`config.mk`:
```
export PLATFORM = sky130hd
export DESIGN_NAME = ps2_mouse_ctrl_flat
export DESIGN_NICKNAME = d
export VERILOG_FILES = /design/src/rtl/ps2_pkg.sv /design/src/rtl/ps2_mouse_ctrl_if.sv /design/src/rtl/ps2_mouse_pkt.sv /design/src/rtl/ps2_mouse_ctrl.sv /design/src/flat_wrapper.sv
export SDC_FILE = /design/constraint.sdc
export NUM_CORES = 1
export LEC_CHECK = 0
export CAP_MARGIN = 20
export CORE_ASPECT_RATIO = 0.75
export CORE_MARGIN = 5
export CORE_UTILIZATION = 45
export CTS_CLUSTER_SIZE = 10
export DETAILED_ROUTE_END_ITERATION = 7
export GPL_TIMING_DRIVEN = 0
export PLACE_DENSITY_LB_ADDON = 0.08
export SKIP_LAST_GASP = 1
export SYNTH_ARGS = -nofsm -noshare
export SYNTH_HDL_FRONTEND = slang
export SYNTH_SLANG_ARGS = --single-unit
```
`constraint.sdc`:
```
create_clock -name clk -period 1.5 [get_ports clk]
set_input_delay 0.3 -clock clk [delete_from_list [all_inputs] [get_ports clk]]
set_output_delay 0.3 -clock clk [all_outputs]
set_load 0.02 [all_outputs]
```
`src/rtl/ps2_pkg.sv`:
```
// ps2_pkg: shared PS/2 mouse sequencer types and constants.
// Revision: 1.0
`default_nettype none

package ps2_pkg;

   typedef enum logic [2:0] {
      ST_SEND     = 3'd0,
      ST_WAIT_TX  = 3'd1,
      ST_WAIT_ACK = 3'd2,
      ST_B1       = 3'd3,
      ST_B2       = 3'd4,
      ST_B3       = 3'd5,
      ST_ERR      = 3'd6
   } ps2_state_t;

   localparam logic [7:0] PS2_CMD_STREAM_EN = 8'hF4;
   localparam logic [7:0] PS2_ACK           = 8'hFA;

   // Bit positions inside the first packet byte
   localparam int PS2_B1_SYNC = 3;
   localparam int PS2_B1_XS   = 4;
   localparam int PS2_B1_YS   = 5;

endpackage

`default_nettype wire

```
`src/rtl/ps2_mouse_ctrl_if.sv`:
```
// ps2_mouse_ctrl_if: byte receiver/transmitter handshake and mouse packet outputs.
// Revision: 1.0
`default_nettype none

interface ps2_mouse_ctrl_if;
   logic       rx_done_tick;
   logic [7:0] rx_data;
   logic       tx_done_tick;
   logic       rx_en;
   logic       tx_start;
   logic [7:0] tx_data;
   logic [8:0] xm;
   logic [8:0] ym;
   logic [2:0] btnm;
   logic       m_done_tick;
   logic       init_done;
   logic       err;

   modport master (
      input  rx_done_tick, rx_data, tx_done_tick,
      output rx_en, tx_start, tx_data, xm, ym, btnm, m_done_tick, init_done, err
   );

   modport slave (
      output rx_done_tick, rx_data, tx_done_tick,
      input  rx_en, tx_start, tx_data, xm, ym, btnm, m_done_tick, init_done, err
   );
endinterface

`default_nettype wire

```
`src/rtl/ps2_mouse_pkt.sv`:
```
// ps2_mouse_pkt: byte1/byte2 latches and registered packet outputs.
// Revision: 1.0
`default_nettype none

module ps2_mouse_pkt (
   input  logic       clk,
   input  logic       reset,
   input  logic       latch1,
   input  logic       latch2,
   input  logic       load,
   input  logic [4:0] hdr,      // {ys, xs, btn[2:0]} of the current byte
   input  logic [7:0] rx_data,
   output logic [8:0] xm,
   output logic [8:0] ym,
   output logic [2:0] btnm,
   output logic       m_done_tick
);

   logic [4:0] byte1_hdr;
   logic [7:0] byte2;

   always_ff @(posedge clk or posedge reset) begin
      if (reset) begin
         byte1_hdr   <= '0;
         byte2       <= '0;
         xm          <= '0;
         ym          <= '0;
         btnm        <= '0;
         m_done_tick <= 1'b0;
      end else begin
         m_done_tick <= load;
         if (latch1) byte1_hdr <= hdr;
         if (latch2) byte2     <= rx_data;
         if (load) begin
            xm   <= {byte1_hdr[3], byte2};
            ym   <= {byte1_hdr[4], rx_data};
            btnm <= byte1_hdr[2:0];
         end
      end
   end

endmodule

`default_nettype wire

```
`src/rtl/ps2_mouse_ctrl.sv`:
```
// ps2_mouse_ctrl: PS/2 mouse init (stream enable + ACK) and 3-byte packet sequencer.
// Optional watchdog enabled by defining PS2_MOUSE_TIMEOUT_EN. Revision: 1.0
`default_nettype none

module ps2_mouse_ctrl
   import ps2_pkg::*;
#(
   parameter logic [7:0] CMD            = PS2_CMD_STREAM_EN,
   parameter logic [7:0] ACK            = PS2_ACK,
   parameter int         MAX_RETRY      = 3,
   parameter int         TIMEOUT_CYCLES = 2_000_000
) (
   input  logic              clk,
   input  logic              reset,
   ps2_mouse_ctrl_if.master  bus
);

   localparam int RW = $clog2(MAX_RETRY + 2);

   ps2_state_t    state;
   logic [RW-1:0] retry_cnt;
   logic          rx_en;
   logic          tx_start;
   logic          init_done;
   logic          err;
   logic          tmo;
   logic          retry_ok;

   assign retry_ok = (retry_cnt < RW'(MAX_RETRY));

`ifdef PS2_MOUSE_TIMEOUT_EN
   localparam int TW = $clog2(TIMEOUT_CYCLES + 1);

   logic [TW-1:0] tmo_cnt;
   logic          timed;
   logic          leaving;

   assign timed = (state == ST_WAIT_TX) || (state == ST_WAIT_ACK) ||
                  (state == ST_B2)      || (state == ST_B3);
   assign tmo   = timed && (tmo_cnt == TW'(TIMEOUT_CYCLES - 1));
   // Every exit from a timed state is one of these events
   assign leaving = tmo || ((state == ST_WAIT_TX) ? bus.tx_done_tick : bus.rx_done_tick);

   always_ff @(posedge clk or posedge reset) begin
      if (reset)                  tmo_cnt <= '0;
      else if (!timed || leaving) tmo_cnt <= '0;
      else                        tmo_cnt <= tmo_cnt + 1'b1;
   end
`else
   assign tmo = 1'b0;
`endif

   always_ff @(posedge clk or posedge reset) begin
      if (reset) begin
         state     <= ST_SEND;
         retry_cnt <= '0;
         rx_en     <= 1'b0;
         tx_start  <= 1'b0;
         init_done <= 1'b0;
         err       <= 1'b0;
      end else begin
         tx_start <= 1'b0;
         case (state)
            ST_SEND: begin
               tx_start <= 1'b1;
               rx_en    <= 1'b0;
               state    <= ST_WAIT_TX;
            end
            ST_WAIT_TX: begin
               if (bus.tx_done_tick) begin
                  rx_en <= 1'b1;
                  state <= ST_WAIT_ACK;
               end else if (tmo) begin
                  retry_cnt <= retry_cnt + 1'b1;
                  state     <= retry_ok ? ST_SEND : ST_ERR;
                  err       <= !retry_ok;
               end
            end
            ST_WAIT_ACK: begin
               if (bus.rx_done_tick && bus.rx_data == ACK) begin
                  init_done <= 1'b1;
                  state     <= ST_B1;
               end else if (bus.rx_done_tick || tmo) begin
                  rx_en     <= 1'b0;
                  retry_cnt <= retry_cnt + 1'b1;
                  state     <= retry_ok ? ST_SEND : ST_ERR;
                  err       <= !retry_ok;
               end
            end
            ST_B1: begin
               // Bytes without the sync bit are dropped to regain packet alignment
               if (bus.rx_done_tick && bus.rx_data[PS2_B1_SYNC]) state <= ST_B2;
            end
            ST_B2: begin
               if (bus.rx_done_tick)  state <= ST_B3;
               else if (tmo)          state <= ST_B1;
            end
            ST_B3: begin
               if (bus.rx_done_tick || tmo) state <= ST_B1;
            end
            ST_ERR: begin
               rx_en <= 1'b0;
               err   <= 1'b1;
            end
            default: state <= ST_SEND;
         endcase
      end
   end

   logic latch1;
   logic latch2;
   logic load;

   assign latch1 = (state == ST_B1) && bus.rx_done_tick && bus.rx_data[PS2_B1_SYNC];
   assign latch2 = (state == ST_B2) && bus.rx_done_tick;
   assign load   = (state == ST_B3) && bus.rx_done_tick;

   ps2_mouse_pkt u_pkt (
      .clk         (clk),
      .reset       (reset),
      .latch1      (latch1),
      .latch2      (latch2),
      .load        (load),
      .hdr         ({bus.rx_data[PS2_B1_YS], bus.rx_data[PS2_B1_XS], bus.rx_data[2:0]}),
      .rx_data     (bus.rx_data),
      .xm          (bus.xm),
      .ym          (bus.ym),
      .btnm        (bus.btnm),
      .m_done_tick (bus.m_done_tick)
   );

   assign bus.rx_en     = rx_en;
   assign bus.tx_start  = tx_start;
   assign bus.tx_data   = CMD;
   assign bus.init_done = init_done;
   assign bus.err       = err;

endmodule

`default_nettype wire

```
`src/flat_wrapper.sv`:
```
// flat-port wrapper written by rule: the top's interface ports become plain ports
module ps2_mouse_ctrl_flat import ps2_pkg::*;
#(
   parameter logic [7:0] CMD            = PS2_CMD_STREAM_EN,
   parameter logic [7:0] ACK            = PS2_ACK,
   parameter int         MAX_RETRY      = 3,
   parameter int         TIMEOUT_CYCLES = 2_000_000
)
  (clk, reset, bus_rx_done_tick, bus_rx_data, bus_tx_done_tick, bus_rx_en, bus_tx_start, bus_tx_data, bus_xm, bus_ym, bus_btnm, bus_m_done_tick, bus_init_done, bus_err);
  ps2_mouse_ctrl_if bus_i ();
  input  logic clk;
  input  logic reset;
  input wire logic [$bits(bus_i.rx_done_tick)-1:0] bus_rx_done_tick;
  input wire logic [$bits(bus_i.rx_data)-1:0] bus_rx_data;
  input wire logic [$bits(bus_i.tx_done_tick)-1:0] bus_tx_done_tick;
  output wire logic [$bits(bus_i.rx_en)-1:0] bus_rx_en;
  output wire logic [$bits(bus_i.tx_start)-1:0] bus_tx_start;
  output wire logic [$bits(bus_i.tx_data)-1:0] bus_tx_data;
  output wire logic [$bits(bus_i.xm)-1:0] bus_xm;
  output wire logic [$bits(bus_i.ym)-1:0] bus_ym;
  output wire logic [$bits(bus_i.btnm)-1:0] bus_btnm;
  output wire logic [$bits(bus_i.m_done_tick)-1:0] bus_m_done_tick;
  output wire logic [$bits(bus_i.init_done)-1:0] bus_init_done;
  output wire logic [$bits(bus_i.err)-1:0] bus_err;
  assign bus_i.rx_done_tick = bus_rx_done_tick;
  assign bus_i.rx_data = bus_rx_data;
  assign bus_i.tx_done_tick = bus_tx_done_tick;
  assign bus_rx_en = bus_i.rx_en;
  assign bus_tx_start = bus_i.tx_start;
  assign bus_tx_data = bus_i.tx_data;
  assign bus_xm = bus_i.xm;
  assign bus_ym = bus_i.ym;
  assign bus_btnm = bus_i.btnm;
  assign bus_m_done_tick = bus_i.m_done_tick;
  assign bus_init_done = bus_i.init_done;
  assign bus_err = bus_i.err;
  ps2_mouse_ctrl #(.CMD(CMD), .ACK(ACK), .MAX_RETRY(MAX_RETRY), .TIMEOUT_CYCLES(TIMEOUT_CYCLES)) u_core (.clk(clk), .reset(reset), .bus(bus_i));
endmodule
```
==> impl_metrics.toml, run 1 <==
[run_status]
status = "finished, violations left"
violations = "negative setup slack"

[global_route]
grt_pass1_wl_mm = 6.99
antenna_found_initial = 0
overflow = 0
first_global_vias = 1410
grt_max_degree = 33
grtUsageTotal = 0.158

[placement]
placedInstanceArea_um2 = 2540
place_congestion = 0.749
post-place-cells = 242
port-buffer-count = 37
hpwl_mm = 2.75

[setup_path]
start_kind = "flop"
r2r-end = "u_core.retry_cnt[1]"
crit_required_ps = 1680
critPathKind = "reg -> reg"
r2r_cells = 4
r2r_slack_ps = -170
r2r-start = "u_core.state[2]"
critPathMaxFanout = 4
cp.arrival_ps = 1850
endpoint_kind = "flop"

[drt]
drtPass1Iterations = 4
routed_wl_mm = 4.49
wire_per_inst_um = 16.9
drc = 0
via_per_inst = 5.08
antenna_left = 0
vias = 1346
drt_iter0_drc = 216

[pwr]
p_per_area_nw_per_um2 = 1970
peakVddDrop_mv = 0.972
p_leak_nw = 1.47

[synth]
async_flop_share = 1.00
ys_top_cells_by_area = "dfrtp_1 55%, mux2_4 15%, mux2_2 9.3%"
synth_edf_count = 0
yosysMostFrequentCell = "dfrtp_1"
synth_warnings = 0
ys_ff_latch = 45
yosysSeqAreaShare = 0.549
ys_types = 34
synth_top_flop_cell = "dfrtp_1"
synthTopCellsByCount = "45 x dfrtp_1, 20 x mux2_4, 17 x mux2_2"
yosys.area.top_type_share = 0.549
yosys.area.top_type = "dfrtp_1"
synthCells = 141
synth_area_per_cell_um2 = 14.5
synth_area_um2 = 2050

[clock_tree]
numCtsBuffers = 5
cts_buffer_depth = 2
cts_root_buf = "clkbuf_8"
clk_pin_slew_worst_paths_ps = 90
clk_latency_ps = 300
clkSinkCount = 45
cts_max_level = 2
tritoncts = "built"

[layout]
final_cell_count_no_fill = 265
fill_cells = 336
seq_area_um2 = 1130
diodes = 0
multi_input_area_um2 = 836
drive_gt1_frac = 0.433
nNetsFinal = 220
area_growth_pct = 39.7
fin_area_um2 = 2860

[sta]
fin_worst_skew_ps = 12.6
finalMaxSlewViolations = 0
hold_violations = 0
post-route-min-period_ps = 1670
setup_viol = 36
rsz0062_at_grt = "true"
worst_slack_ps = -168
post-route-period-util = 1.11
max_freq_mhz = 600

[floorplanning]
pin_count = 46
initial_utilization = 0.462
coreArea_um2 = 4440
die-area_um2 = 6020
die_w_um = 88.0
rows = 21
die_h_um = 68.5

[hold_path]
hp-class = "in -> async"

[run]
max_cap_viol_count = 0
==> metal layers <==
layer | vias to the layer above | part of all wire | track usage | wire length [um]
li1 | 612 | - | - | -
met1 | 672 | 0.47 | 0.217 | 2090
met2 | 53 | 0.45 | 0.240 | 2040
met3 | 9 | 0.065 | 0.0361 | 291
met4 | 0 | 0.015 | 0.0670 | 68
met5 | - | 0 | 0 | 0
==> logic make-up (layout without fill, tap and decap cells) <==
group,count (synthesis),in the layout,share of synthesized area
AOI/OAI and AO/OA,14,14,0.0519
and+or+nand+nor,18,18,0.0555
adders and majority gates,1,1,0.00610
DFF,45,45,0.549
other,2,8,0.00366
buffers and inverters,21,82,0.0805
xor gates and xnor gates,2,2,0.00854
muxes,38,38,0.245
==> repair_timing <==
item,in CTS,in global routing
hold buffers,0,0
endpoints found under the setup margin,67,42
resized for setup,38,10
pin swaps,4,4
cloned,2,0
buffers inserted,15,2
==> power breakdown <==
group / internal [mW] / total (mW) / switching, mW / leakage [nW]
Combinational: 1.34 / 2.47 / 1.14 / 0.842
Sequential: 1.75 / 2.07 / 0.317 / 0.563
Clock: 0.670 / 1.10 / 0.430 / 0.0687
Total: 3.76 / 5.64 / 1.88 / 1.47
==> worst max-delay path, cell delays in order, from the launching register on <==
cell and delay, ps:
dfrtp_1 410, buf_6 140, or3b_4 390, a211o_4 300, mux2_4 300
==> stage by stage <==
stage / utilization / setup TNS (ps) / power (mW) / hold slack, ps / worst slack [ps]
6_report: 0.645 / -3220 / 5.64 / 269 / -168
5_1_grt: 0.645 / -4420 / 5.94 / 311 / -245
4_1_cts: 0.644 / -2780 / 5.57 / 268 / -161
3_5_place_dp: 0.572 / -20990 / 4.43 / 455 / -640
3_3_place_gp: 0.567 / -52270 / 4.36 / 451 / -735
2_1_floorplan: - / -1020 / 3.57 / 442 / -98.4
==> registers in the layout, indices dropped and copies added (netlist names) <==
name / count
u_core.bus.err: 1
u_core.bus.init_done: 1
u_core.bus.rx_en: 1
u_core.bus.tx_start: 1
u_core.retry_cnt: 3
u_core.state: 3
u_core.u_pkt.btnm: 3
u_core.u_pkt.byte1_hdr: 5
u_core.u_pkt.byte2: 8
u_core.u_pkt.m_done_tick: 1
u_core.u_pkt.xm: 9
u_core.u_pkt.ym: 9
==> cells in the final DEF (no fill, tap or decap), types with 2 or more instances in the layout <==
| cell | instances |
|---|---|
| dfrtp_1 | 44 |
| dlygate4sd2_1 | 27 |
| mux2_4 | 22 |
| buf_4 | 19 |
| mux2_2 | 15 |
| clkdlybuf4s50_1 | 10 |
| conb_1 | 8 |
| buf_6 | 6 |
| buf_12 | 6 |
| clkbuf_8 | 5 |
| inv_1 | 4 |
| o21ai_0 | 4 |
| nand2_1 | 4 |
| a21oi_1 | 3 |
| o221ai_1 | 2 |
| nor3_1 | 2 |
| bufinv_16 | 2 |
==> worst max-delay path by stage <==
stage	startpoint	end	depth (start not counted)
floorplan	u_core.state[0]	u_core.retry_cnt[1]	4
global placement	reset	u_core.u_pkt.m_done_tick	2
detailed placement	bus_rx_done_tick	u_core.u_pkt.byte2[5]	4
CTS	u_core.state[2]	u_core.retry_cnt[1]	4
global route	u_core.state[0]	u_core.state[0]	5
finish	u_core.state[2]	u_core.retry_cnt[1]	4
==> area by class of cell <==
cell class	instances	area share
sequential	45	0.394
timing repair buffer	55	0.187
inverter	6	0.00874
tap	57	0.0249
clock buffer	5	0.0240
clock inverter	3	0.0240
buffer	13	0.0454
multi-input combinational	81	0.292
Note: power is estimated with default switching activity, not from simulation.
==> run 2: changes to the inputs <==
Settings changed: CORE_UTILIZATION 45 to 40.
==> run 2 against run 1 <==
  * The run still ends with negative setup slack left
  * Flip-flop and latch count is the same
  * Combinational power grew 3%
  * Fmax grew 1.6%
  * Final cell count grew 0.75%
  * Die area grew 11%
  * Clock skew shrank 3.4 ps
  * Hold slack gained 75 ps
  * Wire length shrank 4.1%
  * Critical path type unchanged
  * Sequential share of layout area grew 0.060 points
  * Largest cell class unchanged
==> impl_metrics.toml, run 2 (synthesis results as in run 1) <==
[run_status]
status = "finished, violations left"
violations = "negative setup slack"

[global_route]
grt_pass1_wl_mm = 7.18
overflow = 0
grt_max_degree = 26
first_global_vias = 1480
grtUsageTotal = 0.138
antenna_found_initial = 0

[sta]
post-route-period-util = 1.09
worst_slack_ps = -141
max_freq_mhz = 609
rsz0062_at_grt = "true"
finalMaxSlewViolations = 0
setup_viol = 31
fin_worst_skew_ps = 9.16
hold_violations = 0
post-route-min-period_ps = 1640

[setup_path]
critPathKind = "reg -> reg"
r2r-start = "u_core.state[0]"
cp.arrival_ps = 1810
crit_required_ps = 1670
r2r-end = "u_core.retry_cnt[1]"
endpoint_kind = "flop"
critPathMaxFanout = 5
r2r_cells = 4
start_kind = "flop"
r2r_slack_ps = -140

[layout]
reg_top3 = "u_core.u_pkt.xm (9), u_core.u_pkt.ym (9), u_core.u_pkt.byte2 (8)"
diodes = 0
fin_util = 0.580
final_cell_mix = "45 x dfrtp_1, 28 x mux2_4, 28 x dlygate4sd2_1, 20 x buf_4, 9 x mux2_2"
area_growth_pct = 39.3
final_common_cell = "dfrtp_1"
drive_gt1_frac = 0.435
nNetsFinal = 219
fill_cells = 396

[drt]
vias = 1302
routed_wl_mm = 4.30
drt_iter0_drc = 41
antenna_left = 0
wire_per_inst_um = 16.1
drtPass1Iterations = 4
via_per_inst = 4.88
drc = 0

[clock_tree]
clk_latency_ps = 290
cts_max_level = 2
cts_buffer_depth = 2
clk_pin_slew_worst_paths_ps = 90
ctsHoldBuffers = 0
clkSinkCount = 45
tritoncts = "built"
cts_root_buf = "clkbuf_8"
numCtsBuffers = 5

[floorplanning]
die_w_um = 92.7
initial_utilization = 0.416
pin_count = 46
die-area_um2 = 6670
die_h_um = 72.0
coreArea_um2 = 4930
rows = 22

[run]
max_cap_viol_count = 0

[pwr]
p_per_area_nw_per_um2 = 1880
power_mw = 5.37
peakVddDrop_mv = 0.921
p_leak_nw = 1.49

[placement]
place_congestion = 0.763
hpwl_mm = 2.90
port-buffer-count = 37

[hold_path]
hp-class = "in -> async"
[run 2: timing repair]
action	CTS	global route
endpoints found under the setup margin	66	37
pin swaps	2	8
cloned	1	0
gates resized for setup	36	18
setup buffers	10	4
[run 2: final cells by class]
type / instances / area [um2] / area share
buffer: 14 / 141 / 0.0495
clock buffer: 6 / 82.6 / 0.0289
clock inverter: 2 / 13.8 / 0.00482
inverter: 6 / 22.5 / 0.00788
multi-input combinational: 81 / 875 / 0.306
sequential: 45 / 1130 / 0.394
tap: 60 / 75.1 / 0.0263
timing repair buffer: 53 / 520 / 0.182
[run 2: how the worst max path moves through the flow]
stage                                 end  cells past startpoint  slack [ps]              from
CTS                   u_core.retry_cnt[1]                      4        -140   u_core.state[0]
detailed placement  u_core.u_pkt.byte2[1]                      4        -560  bus_rx_done_tick
finish                u_core.retry_cnt[1]                      4        -140   u_core.state[0]
global placement          u_core.state[1]                      2        -720             reset
global route          u_core.retry_cnt[1]                      4        -170   u_core.state[2]
floorplan             u_core.retry_cnt[1]                      4        -100   u_core.state[0]
[run 2: metal layers]
layer / vias up / GRT usage / part of all wire / routed length [um]
met1: 662 / 0.178 / 0.46 / 1980
met5: - / 0 / 0 / 0
met4: 0 / 0.0423 / 0.0042 / 18
met2: 34 / 0.227 / 0.49 / 2090
li1: 604 / - / - / -
met3: 2 / 0.0373 / 0.050 / 213
[run 2: critical path: stages, from the launching register on]
cell and delay [ps]:
dfrtp_1 380, buf_6 130, or3b_4 400, a211o_4 310, mux2_4 310
[run 2: per-stage QoR]
step           worst slack, ps  area [um2]  hold slack [ps]  std cells  setup TNS, ps
6_report                  -141        2860              345        267          -1450
5_1_grt                   -165        2860              385        267          -2900
4_1_cts                   -141        2740              354        263          -1420
3_5_place_dp              -560        2550              461        245         -19800
3_3_place_gp              -721        2520              456        244         -51300
2_1_floorplan            -98.4        2080              442        147          -1020
[run 2: report_power, final]
group	total, mW	switching (mW)	internal, mW
sequential	2.04	0.288	1.75
clock	0.785	0.411	0.374
combinational	2.54	1.14	1.41
